$ cat src/rtl/scoreboard_hazard_unit_if.sv
// Decode/EX hazard bundle between the issue stage and the scoreboard.
// master = decode/EX side driving requests; slave = hazard unit.
interface scoreboard_hazard_unit_if #(
  parameter int REG_AW = 5,
  parameter int LAT_W  = 4,
  parameter int PERF_W = 32
);
  logic              d_valid;
  logic [REG_AW-1:0] d_rs1;
  logic [REG_AW-1:0] d_rs2;
  logic [REG_AW-1:0] d_rd;
  logic              d_rs1_used;
  logic              d_rs2_used;
  logic              d_reg_we;
  logic [LAT_W-1:0]  d_lat;
  logic              e_b_taken;
  logic              var_done;
  logic [REG_AW-1:0] var_rd;
  logic              forward_rs1;
  logic              forward_rs2;
  logic              stall_f;
  logic              stall_if_id;
  logic              flush_if_id;
  logic              flush_id_ex;
  logic [PERF_W-1:0] stall_cycles;

  modport master (
    output d_valid, d_rs1, d_rs2, d_rd,
    output d_rs1_used, d_rs2_used, d_reg_we,
    output d_lat, e_b_taken, var_done, var_rd,
    input  forward_rs1, forward_rs2,
    input  stall_f, stall_if_id,
    input  flush_if_id, flush_id_ex,
    input  stall_cycles
  );

  modport slave (
    input  d_valid, d_rs1, d_rs2, d_rd,
    input  d_rs1_used, d_rs2_used, d_reg_we,
    input  d_lat, e_b_taken, var_done, var_rd,
    output forward_rs1, forward_rs2,
    output stall_f, stall_if_id,
    output flush_if_id, flush_id_ex,
    output stall_cycles
  );
endinterface

$ cat src/rtl/scoreboard_hazard_unit.sv
// Register scoreboard: RAW/WAW stall, writeback forward, branch flush.
// Ports: clk, rst (sync high), sb (slave: decode request in, hazards out).
module scoreboard_hazard_unit #(
  parameter int NUM_REGS = 32,
  parameter int REG_AW   = 5,
  parameter int LAT_W    = 4,
  parameter int PERF_W   = 32
) (
  input logic clk,
  input logic rst,
  scoreboard_hazard_unit_if.slave sb
);
  localparam int NS = 2 ** REG_AW;

  logic [NS-1:0]     busy;
  logic [NS-1:0]     vr;
  logic [LAT_W-1:0]  cnt [NS];
  logic [NS-1:0]     rdy;
  logic [PERF_W-1:0] perf;

  logic rs1_hz;
  logic rs2_hz;
  logic raw;
  logic waw;
  logic stall;
  logic issue;

  // Result for r is on the writeback bus this cycle (or r is free).
  always_comb begin
    rdy = '1;
    for (int r = 0; r < NS; r++) begin
      rdy[r] = ~busy[r]
             | (~vr[r] & (cnt[r] == LAT_W'(1)))
             | (vr[r] & sb.var_done
                & (sb.var_rd == REG_AW'(r)));
    end
  end

  always_comb begin
    rs1_hz = sb.d_rs1_used & (sb.d_rs1 != '0)
           & ~rdy[sb.d_rs1];
    rs2_hz = sb.d_rs2_used & (sb.d_rs2 != '0)
           & ~rdy[sb.d_rs2];
    raw = sb.d_valid & (rs1_hz | rs2_hz);
    // A new write must not land before an older one still in flight.
    waw = sb.d_valid & sb.d_reg_we
        & (sb.d_rd != '0) & busy[sb.d_rd]
        & (vr[sb.d_rd] | (sb.d_lat == '0)
           | (cnt[sb.d_rd] >= sb.d_lat));
    stall = (raw | waw) & ~sb.e_b_taken;
    issue = sb.d_valid & ~stall & ~sb.e_b_taken;
  end

  assign sb.stall_f     = stall;
  assign sb.stall_if_id = stall;
  assign sb.flush_if_id = sb.e_b_taken;
  assign sb.flush_id_ex = sb.e_b_taken | stall;
  assign sb.stall_cycles = perf;

  assign sb.forward_rs1 = sb.d_rs1_used
                        & (sb.d_rs1 != '0)
                        & busy[sb.d_rs1]
                        & rdy[sb.d_rs1];
  assign sb.forward_rs2 = sb.d_rs2_used
                        & (sb.d_rs2 != '0)
                        & busy[sb.d_rs2]
                        & rdy[sb.d_rs2];

  always_ff @(posedge clk) begin
    if (rst) begin
      busy <= '0;
      vr   <= '0;
      perf <= '0;
      for (int r = 0; r < NS; r++) begin
        cnt[r] <= '0;
      end
    end else begin
      if (stall && !(&perf)) begin
        perf <= perf + PERF_W'(1);
      end
      for (int r = 1; r < NUM_REGS; r++) begin
        if (busy[r] && !vr[r]) begin
          cnt[r] <= cnt[r] - LAT_W'(1);
          if (cnt[r] == LAT_W'(1)) begin
            busy[r] <= 1'b0;
          end
        end
        if (busy[r] && vr[r] && sb.var_done
            && (sb.var_rd == REG_AW'(r))) begin
          busy[r] <= 1'b0;
          vr[r]   <= 1'b0;
        end
        // Later assignment: a new issue overrides a same-cycle clear.
        if (issue && sb.d_reg_we
            && (sb.d_rd == REG_AW'(r))) begin
          busy[r] <= 1'b1;
          cnt[r]  <= sb.d_lat;
          vr[r]   <= (sb.d_lat == '0);
        end
      end
    end
  end
endmodule

$ cat src/flat_wrapper.sv
// flat-port wrapper written by rule: the top's interface ports become plain ports
module scoreboard_hazard_unit_flat 
#(
  parameter int NUM_REGS = 32,
  parameter int REG_AW   = 5,
  parameter int LAT_W    = 4,
  parameter int PERF_W   = 32
)
  (clk, rst, sb_d_valid, sb_d_rs1, sb_d_rs2, sb_d_rd, sb_d_rs1_used, sb_d_rs2_used, sb_d_reg_we, sb_d_lat, sb_e_b_taken, sb_var_done, sb_var_rd, sb_forward_rs1, sb_forward_rs2, sb_stall_f, sb_stall_if_id, sb_flush_if_id, sb_flush_id_ex, sb_stall_cycles);
  scoreboard_hazard_unit_if #(.REG_AW(REG_AW), .LAT_W(LAT_W), .PERF_W(PERF_W)) sb_i ();
  input logic clk;
  input logic rst;
  input wire logic [$bits(sb_i.d_valid)-1:0] sb_d_valid;
  input wire logic [$bits(sb_i.d_rs1)-1:0] sb_d_rs1;
  input wire logic [$bits(sb_i.d_rs2)-1:0] sb_d_rs2;
  input wire logic [$bits(sb_i.d_rd)-1:0] sb_d_rd;
  input wire logic [$bits(sb_i.d_rs1_used)-1:0] sb_d_rs1_used;
  input wire logic [$bits(sb_i.d_rs2_used)-1:0] sb_d_rs2_used;
  input wire logic [$bits(sb_i.d_reg_we)-1:0] sb_d_reg_we;
  input wire logic [$bits(sb_i.d_lat)-1:0] sb_d_lat;
  input wire logic [$bits(sb_i.e_b_taken)-1:0] sb_e_b_taken;
  input wire logic [$bits(sb_i.var_done)-1:0] sb_var_done;
  input wire logic [$bits(sb_i.var_rd)-1:0] sb_var_rd;
  output wire logic [$bits(sb_i.forward_rs1)-1:0] sb_forward_rs1;
  output wire logic [$bits(sb_i.forward_rs2)-1:0] sb_forward_rs2;
  output wire logic [$bits(sb_i.stall_f)-1:0] sb_stall_f;
  output wire logic [$bits(sb_i.stall_if_id)-1:0] sb_stall_if_id;
  output wire logic [$bits(sb_i.flush_if_id)-1:0] sb_flush_if_id;
  output wire logic [$bits(sb_i.flush_id_ex)-1:0] sb_flush_id_ex;
  output wire logic [$bits(sb_i.stall_cycles)-1:0] sb_stall_cycles;
  assign sb_i.d_valid = sb_d_valid;
  assign sb_i.d_rs1 = sb_d_rs1;
  assign sb_i.d_rs2 = sb_d_rs2;
  assign sb_i.d_rd = sb_d_rd;
  assign sb_i.d_rs1_used = sb_d_rs1_used;
  assign sb_i.d_rs2_used = sb_d_rs2_used;
  assign sb_i.d_reg_we = sb_d_reg_we;
  assign sb_i.d_lat = sb_d_lat;
  assign sb_i.e_b_taken = sb_e_b_taken;
  assign sb_i.var_done = sb_var_done;
  assign sb_i.var_rd = sb_var_rd;
  assign sb_forward_rs1 = sb_i.forward_rs1;
  assign sb_forward_rs2 = sb_i.forward_rs2;
  assign sb_stall_f = sb_i.stall_f;
  assign sb_stall_if_id = sb_i.stall_if_id;
  assign sb_flush_if_id = sb_i.flush_if_id;
  assign sb_flush_id_ex = sb_i.flush_id_ex;
  assign sb_stall_cycles = sb_i.stall_cycles;
  scoreboard_hazard_unit #(.NUM_REGS(NUM_REGS), .REG_AW(REG_AW), .LAT_W(LAT_W), .PERF_W(PERF_W)) u_core (.clk(clk), .rst(rst), .sb(sb_i));
endmodule
$ cat config.mk
export PLATFORM = sky130hd
export DESIGN_NAME = scoreboard_hazard_unit_flat
export DESIGN_NICKNAME = d
export VERILOG_FILES = /design/src/rtl/scoreboard_hazard_unit_if.sv /design/src/rtl/scoreboard_hazard_unit.sv /design/src/flat_wrapper.sv
export SDC_FILE = /design/constraint.sdc
export NUM_CORES = 1
export LEC_CHECK = 0
export BUFFER_PORTS_ARGS = -buffer_cell sky130_fd_sc_hd__buf_2
export CAP_MARGIN = 20
export CORE_MARGIN = 2
export CORE_UTILIZATION = 50
export CTS_BUF_LIST = sky130_fd_sc_hd__clkbuf_16
export DETAILED_ROUTE_END_ITERATION = 8
export PLACE_DENSITY = 0.67
export RECOVER_POWER = 100
export SETUP_SLACK_MARGIN = 0.02
export SKIP_CTS_REPAIR_TIMING = 1
export SLEW_MARGIN = 30
export SYNTH_ARGS = -nofsm -noshare
export SYNTH_HDL_FRONTEND = slang
export SYNTH_SLANG_ARGS = --single-unit
$ cat constraint.sdc
create_clock -name clk -period 17.31 [get_ports clk]
set_input_delay 3.462 -clock clk [delete_from_list [all_inputs] [get_ports clk]]
set_output_delay 3.462 -clock clk [all_outputs]
set_load 0.005 [all_outputs]
## Word-level counts from Yosys, hierarchy flattened

Memories as Yosys holds them, arrays and structs flattened.
Index checks and enable logic that the tools add are counted.

| cells by class | value |
|---|---|
| reduce and logical (&&, ||, !) cells | 318 |
| equal/unequal tests | 93 |
| bitwise operators | 304 |
| muxes and demuxes | 448 |
| add/subtract/negate cells | 32 |
| magnitude comparators | 4 |

Operators by type and width:

| kind | number |
|---|---|
| 1-bit two-way mux | 380 |
| 4-bit two-way mux | 62 |
| 3-bit nonzero test | 62 |
| 5-bit equality test (second input constant) | 32 |
| 1-bit logical AND | 157 |
| 1-bit OR | 129 |
| 4-bit by 1-bit equality test with 1-bit output (second input constant) | 31 |
| 4-bit by 1-bit subtractor with 4-bit output (second input constant) | 31 |
| 1-bit bitwise AND | 109 |
| 5-bit by 4-bit equality test with 1-bit output (second input constant) | 16 |
| 1-bit inverter | 66 |
| 2-bit AND reduction | 31 |
| 2-bit nonzero test | 31 |
| 5-bit by 3-bit equality test with 1-bit output (second input constant) | 8 |
| 32-bit by 1-bit adder with 32-bit output (second input constant) | 1 |
| 1-bit logical NOT | 32 |
| 32-bit AND reduction | 1 |
| 1-bit binary-select mux with 5-bit select | 6 |
| 5-bit by 2-bit equality test with 1-bit output (second input constant) | 4 |
| 5-bit by 6-bit less-than comparator with 1-bit output (second input constant) | 3 |
| 5-bit nonzero test | 3 |
| 5-bit by 1-bit equality test with 1-bit output (second input constant) | 2 |
| 4-bit >= comparator | 1 |
| 4-bit logical NOT | 1 |

| storage, ports and cells | value |
|---|---|
| memory bits (writable) | 128 |
| output and inout bits | 38 |
| register bits | 94 |
| memories | 1 |

Memories:

| name | depth | bits a word | read ports | clocked after Yosys merged registers in | wr ports | RTL line | RTL |
|---|---|---|---|---|---|---|---|
| u_core.cnt | 32 | 4 | 32 | 0 | 32 | scoreboard_hazard_unit.sv:17 | `logic [LAT_W-1:0] cnt [NS];` |

## Longest topological paths before layout

An unclocked memory read counts as a cell.

| depth | value |
|---|---|
| depth in word-level cells | 22 |
| mapped depth | 23 |

## Worst setup path before layout

OpenSTA, ideal clock, no wires.

| path | value |
|---|---|
| path type | input -> output |
| from | input port sb_d_rd[0] |
| to | output port sb_stall_if_id |
| required time | 13848 ps |
| setup slack | 5971 ps |
| data arrival time | 7877 ps |
| stages on the path | 16 |
| path through | buf_2 -> buf_1 -> buf_1 -> buf_1 -> mux4_2 -> mux4_2 -> o21ai_0 -> ha_1 -> nand2b_1 -> a21o_1 -> a21o_1 -> a2111oi_0 -> o22ai_1 -> nand3b_1 -> and2_1 -> buf_4 |

| between the ends | value |
|---|---|
| word-level cells in the longest chain between the ends | 7 |
| elaborated cells on any way between the ends | 14 |

Ends and longest elaborated chain:

| element | RTL line | RTL |
|---|---|---|
| start, declared | flat_wrapper.sv:16 | `input wire logic [$bits(sb_i.d_rd)-1:0] sb_d_rd;` |
| branches (longest 4 deep; another with memory read 32 x 4 bit) | - |  |
| 1-bit bitwise AND * | scoreboard_hazard_unit.sv:48 | `& (vr[sb.d_rd] \| (sb.d_lat == '0)` |
| 1-bit OR * | scoreboard_hazard_unit.sv:50 | `stall = (raw \| waw) & ~sb.e_b_taken;` |
| 1-bit bitwise AND * | scoreboard_hazard_unit.sv:50 |  |
| end, declared | flat_wrapper.sv:27 | `output wire logic [$bits(sb_i.stall_if_id)-1:0] sb_stall_if_id;` |

Every way passes the cells marked *. The select of a mux whose other input is x is not followed.

## Worst setup path in the final report

| path | value |
|---|---|
| from | input port sb_d_rd[0] |
| to | output port sb_stall_f |

| between the ends | value |
|---|---|
| word-level cells in the longest chain between the ends | 7 |
| elaborated cells on any way between the ends | 14 |

Ends and longest elaborated chain:

| element | RTL line | RTL |
|---|---|---|
| branches (longest 4 deep; another with memory read 32 x 4 bit) | - |  |
| 1-bit bitwise AND * | scoreboard_hazard_unit.sv:48 |  |
| 1-bit OR * | scoreboard_hazard_unit.sv:50 |  |
| 1-bit bitwise AND * | scoreboard_hazard_unit.sv:50 |  |
| end, declared | flat_wrapper.sv:26 | `output wire logic [$bits(sb_i.stall_f)-1:0] sb_stall_f;` |

Marked as above.

==> impl_metrics.yaml <==
finish:
  syn_to_final_growth_pct: 7.605
  finalNetCount: 1724
  final_area_sq_um: 17230
  post_layout_nonfiller_instances: 2050
  drive_gt1_share_pct: 17.80
  finalCoreUtilization_pct: 54.59
drt:
  vias_per_cell: 6.640
  wl_per_cell_um: 25.46
  drc_errors: 0
  wl_mm: 52.19
  drt_iter0_drc: 1409
  postRouteAntennaNets: 0
  vias: 13610
  drtPass1Iterations: 6
synthesis:
  synth_edf_count: 124
  syn_avg_cell_area_sq_um: 9.930
  async_flop_share_pct: 0
  yosysSeqAreaShare_pct: 35.02
  synth_top_area_cell: "edfxtp_1"
  synthTopCellsByArea: "edfxtp_1, dfxtp_1, mux4_2"
  yosys.cell_types.count: 81
  ys_seq_elements: 218
  ys.flop_type: "edfxtp_1"
  synth_cells: 1612
  yosysMostFrequentCell: "nor2_1"
  yosys-top-cells-count: "nor2_1, edfxtp_1, inv_1, nand3_1, mux2_2"
  ys_warn_count: 0
  synthesis.area_sq_um: 16010
  synth.net_count: 1711
  synth_top_area_share_pct: 23.26
run_status:
  violations: "max-capacitance violations, max-slew violations"
  outcome: "finished, violations left"
grt:
  antenna_found_initial: 3
  grt_pass1_vias: 12990
  grt_pass1_wl_mm: 79.39
  track_usage_pct: 30.88
  grt_max_degree: 77
  gr-total-overflow: 0
sta:
  clock_skew_ns: 0.01577
  finalSetupTns_ns: 0
  worstMarginPinSlew_ns: 3.791
  finalHoldViolCount: 0
  slew_headroom_pct: -152.7
  finalMaxSlewViolations: 108
  setup_violations: 0
  max_freq_ghz: 0.07594
  grt_setup_unrepaired: "false"
  period_needed_ns: 13.17
  period_share_pct: 76.07
power:
  leakage_nw: 6.666
  power_density_nw_per_um2: 76.75
  power_mw: 1.322
  peakVddDrop_uv: 75.68
cts:
  insertion_delay_ns: 0.55
  htreeDepth: 1
  cts_root_buf: "clkbuf_16"
  cts_max_path_buffers: 3
  clk_pin_slew_worst_paths_ns: 0.06
  cts_tree: "built"
  cts_inserted_buffers: 27
  cts.sinks: 218
setup_path:
  worstSetupEndpointType: "output pin"
  arrival_ns: 9.71
  startpoint_type: "input pin"
  critPathMaxFanout: 55
  required_ns: 13.85
  crit_type: "in2out"
  reg2reg_depth: 16
job:
  cap_viol_max_count: 3
worst_hold_path:
  hp-class: "reg2reg"
  holdPathStages: 2
floorplanning:
  fp.dieH_um: 182.9
  core_area_sq_um: 31560
  die-area_sq_um: 33460
  boundaryPins: 70
  rows: 65
  start_util_pct: 50.73
  fp.dieW_um: 182.9
placement:
  io_buffers: 69
  post-dp-hpwl_mm: 38.23
  place_area_sq_um: 16550
  place_congestion: 0.9774
  placed_cells: 1996
==> worst max-delay path, stage by stage <==
cell and delay [ns]:
clkbuf_1 2.61, mux4_2 0.76, mux4_2 0.49, a21oi_1 0.13
nand2_1 0.07, o21ai_0 0.08, ha_1 0.24, nand2b_1 0.14
a21o_1 0.17, a21o_1 0.18, a2111oi_0 0.42, o22ai_1 0.20
nand3b_1 0.32, and2_0 0.26, buf_2 0.13
==> report_power, final <==
group	total, mW	internal, mW	switching, mW	leakage, nW
Combinational	0.178	0.0690	0.109	4.20
Sequential	0.595	0.569	0.0259	2.03
Clock	0.549	0.309	0.241	0.434
==> path summary, 6_finish.rpt <==
path         slack [ns]                       start                         end
max                4.14                  sb_d_rd[0]                  sb_stall_f
min                0.51  u_core.sb.stall_cycles[12]  u_core.sb.stall_cycles[12]
max reg2reg       10.06            u_core.cnt[7][0]           u_core.cnt[30][2]
min reg2reg        0.51  u_core.sb.stall_cycles[12]  u_core.sb.stall_cycles[12]
==> logic make-up after synthesis <==
| family | synth area share (%) |
|---|---|
| mux | 20.97 |
| buf+inv | 5.596 |
| simple gates | 20.78 |
| flops | 35.02 |
| xor+xnor | 3.447 |
| compound gates | 8.957 |
| fa+ha+maj | 5.237 |
==> routing by layer <==
layer | share of wire (%) | routed length [um] | track usage (%)
met2 | 44 | 23010 | 48.27
met1 | 41 | 21600 | 42.86
met4 | 3.3 | 1712 | 8.928
met3 | 11 | 5860 | 7.248
met5 | 0.017 | 9 | 0
==> flip-flops by register name, summed over array words and instances (netlist names) <==
name and cells:
u_core.busy 31, u_core.cnt 124, u_core.sb.stall_cycles 32, u_core.vr 31
==> per-stage QoR <==
| stage | hold slack [ns] | setup slack (ns) |
|---|---|---|
| finish | 0.5096 | 4.142 |
| global route | 0.5572 | 3.678 |
| CTS | 0.5060 | 6.055 |
| detailed placement | 0.4966 | 6.063 |
| global placement | 0.4803 | 6.229 |
| floorplan | 0.4765 | 5.971 |
==> cell usage in the layout (no fill, tap or decap), types with 42 or more instances in the layout <==
| master | netlist | routed |
|---|---|---|
| a21oi_1 | 47 | 47 |
| dfxtp_1 | 94 | 94 |
| inv_1 | 112 | 115 |
| mux4_2 | 61 | 61 |
| nor2_1 | 135 | 133 |
| mux2_2 | 105 | 105 |
| nand3_1 | 112 | 120 |
| edfxtp_1 | 124 | 124 |
| ha_1 | 67 | 67 |
| nor3_1 | 82 | 82 |
| mux2i_1 | 71 | 71 |
| nand2_1 | 80 | 80 |
| buf_2 | 10 | 42 |
==> cell type report <==
| type | count | area, sq um |
|---|---|---|
| antenna | 2 | 5.005 |
| inverter | 113 | 424.2 |
| clock buffer | 28 | 700.7 |
| fill | 2878 | 14330 |
| multi-input combinational | 1176 | 9340 |
| tap | 402 | 503.0 |
| timing repair buffer | 89 | 505.5 |
| sequential | 218 | 5605 |
| clock inverter | 22 | 141.4 |
No activity file was read; power rests on OpenSTA's default activity.
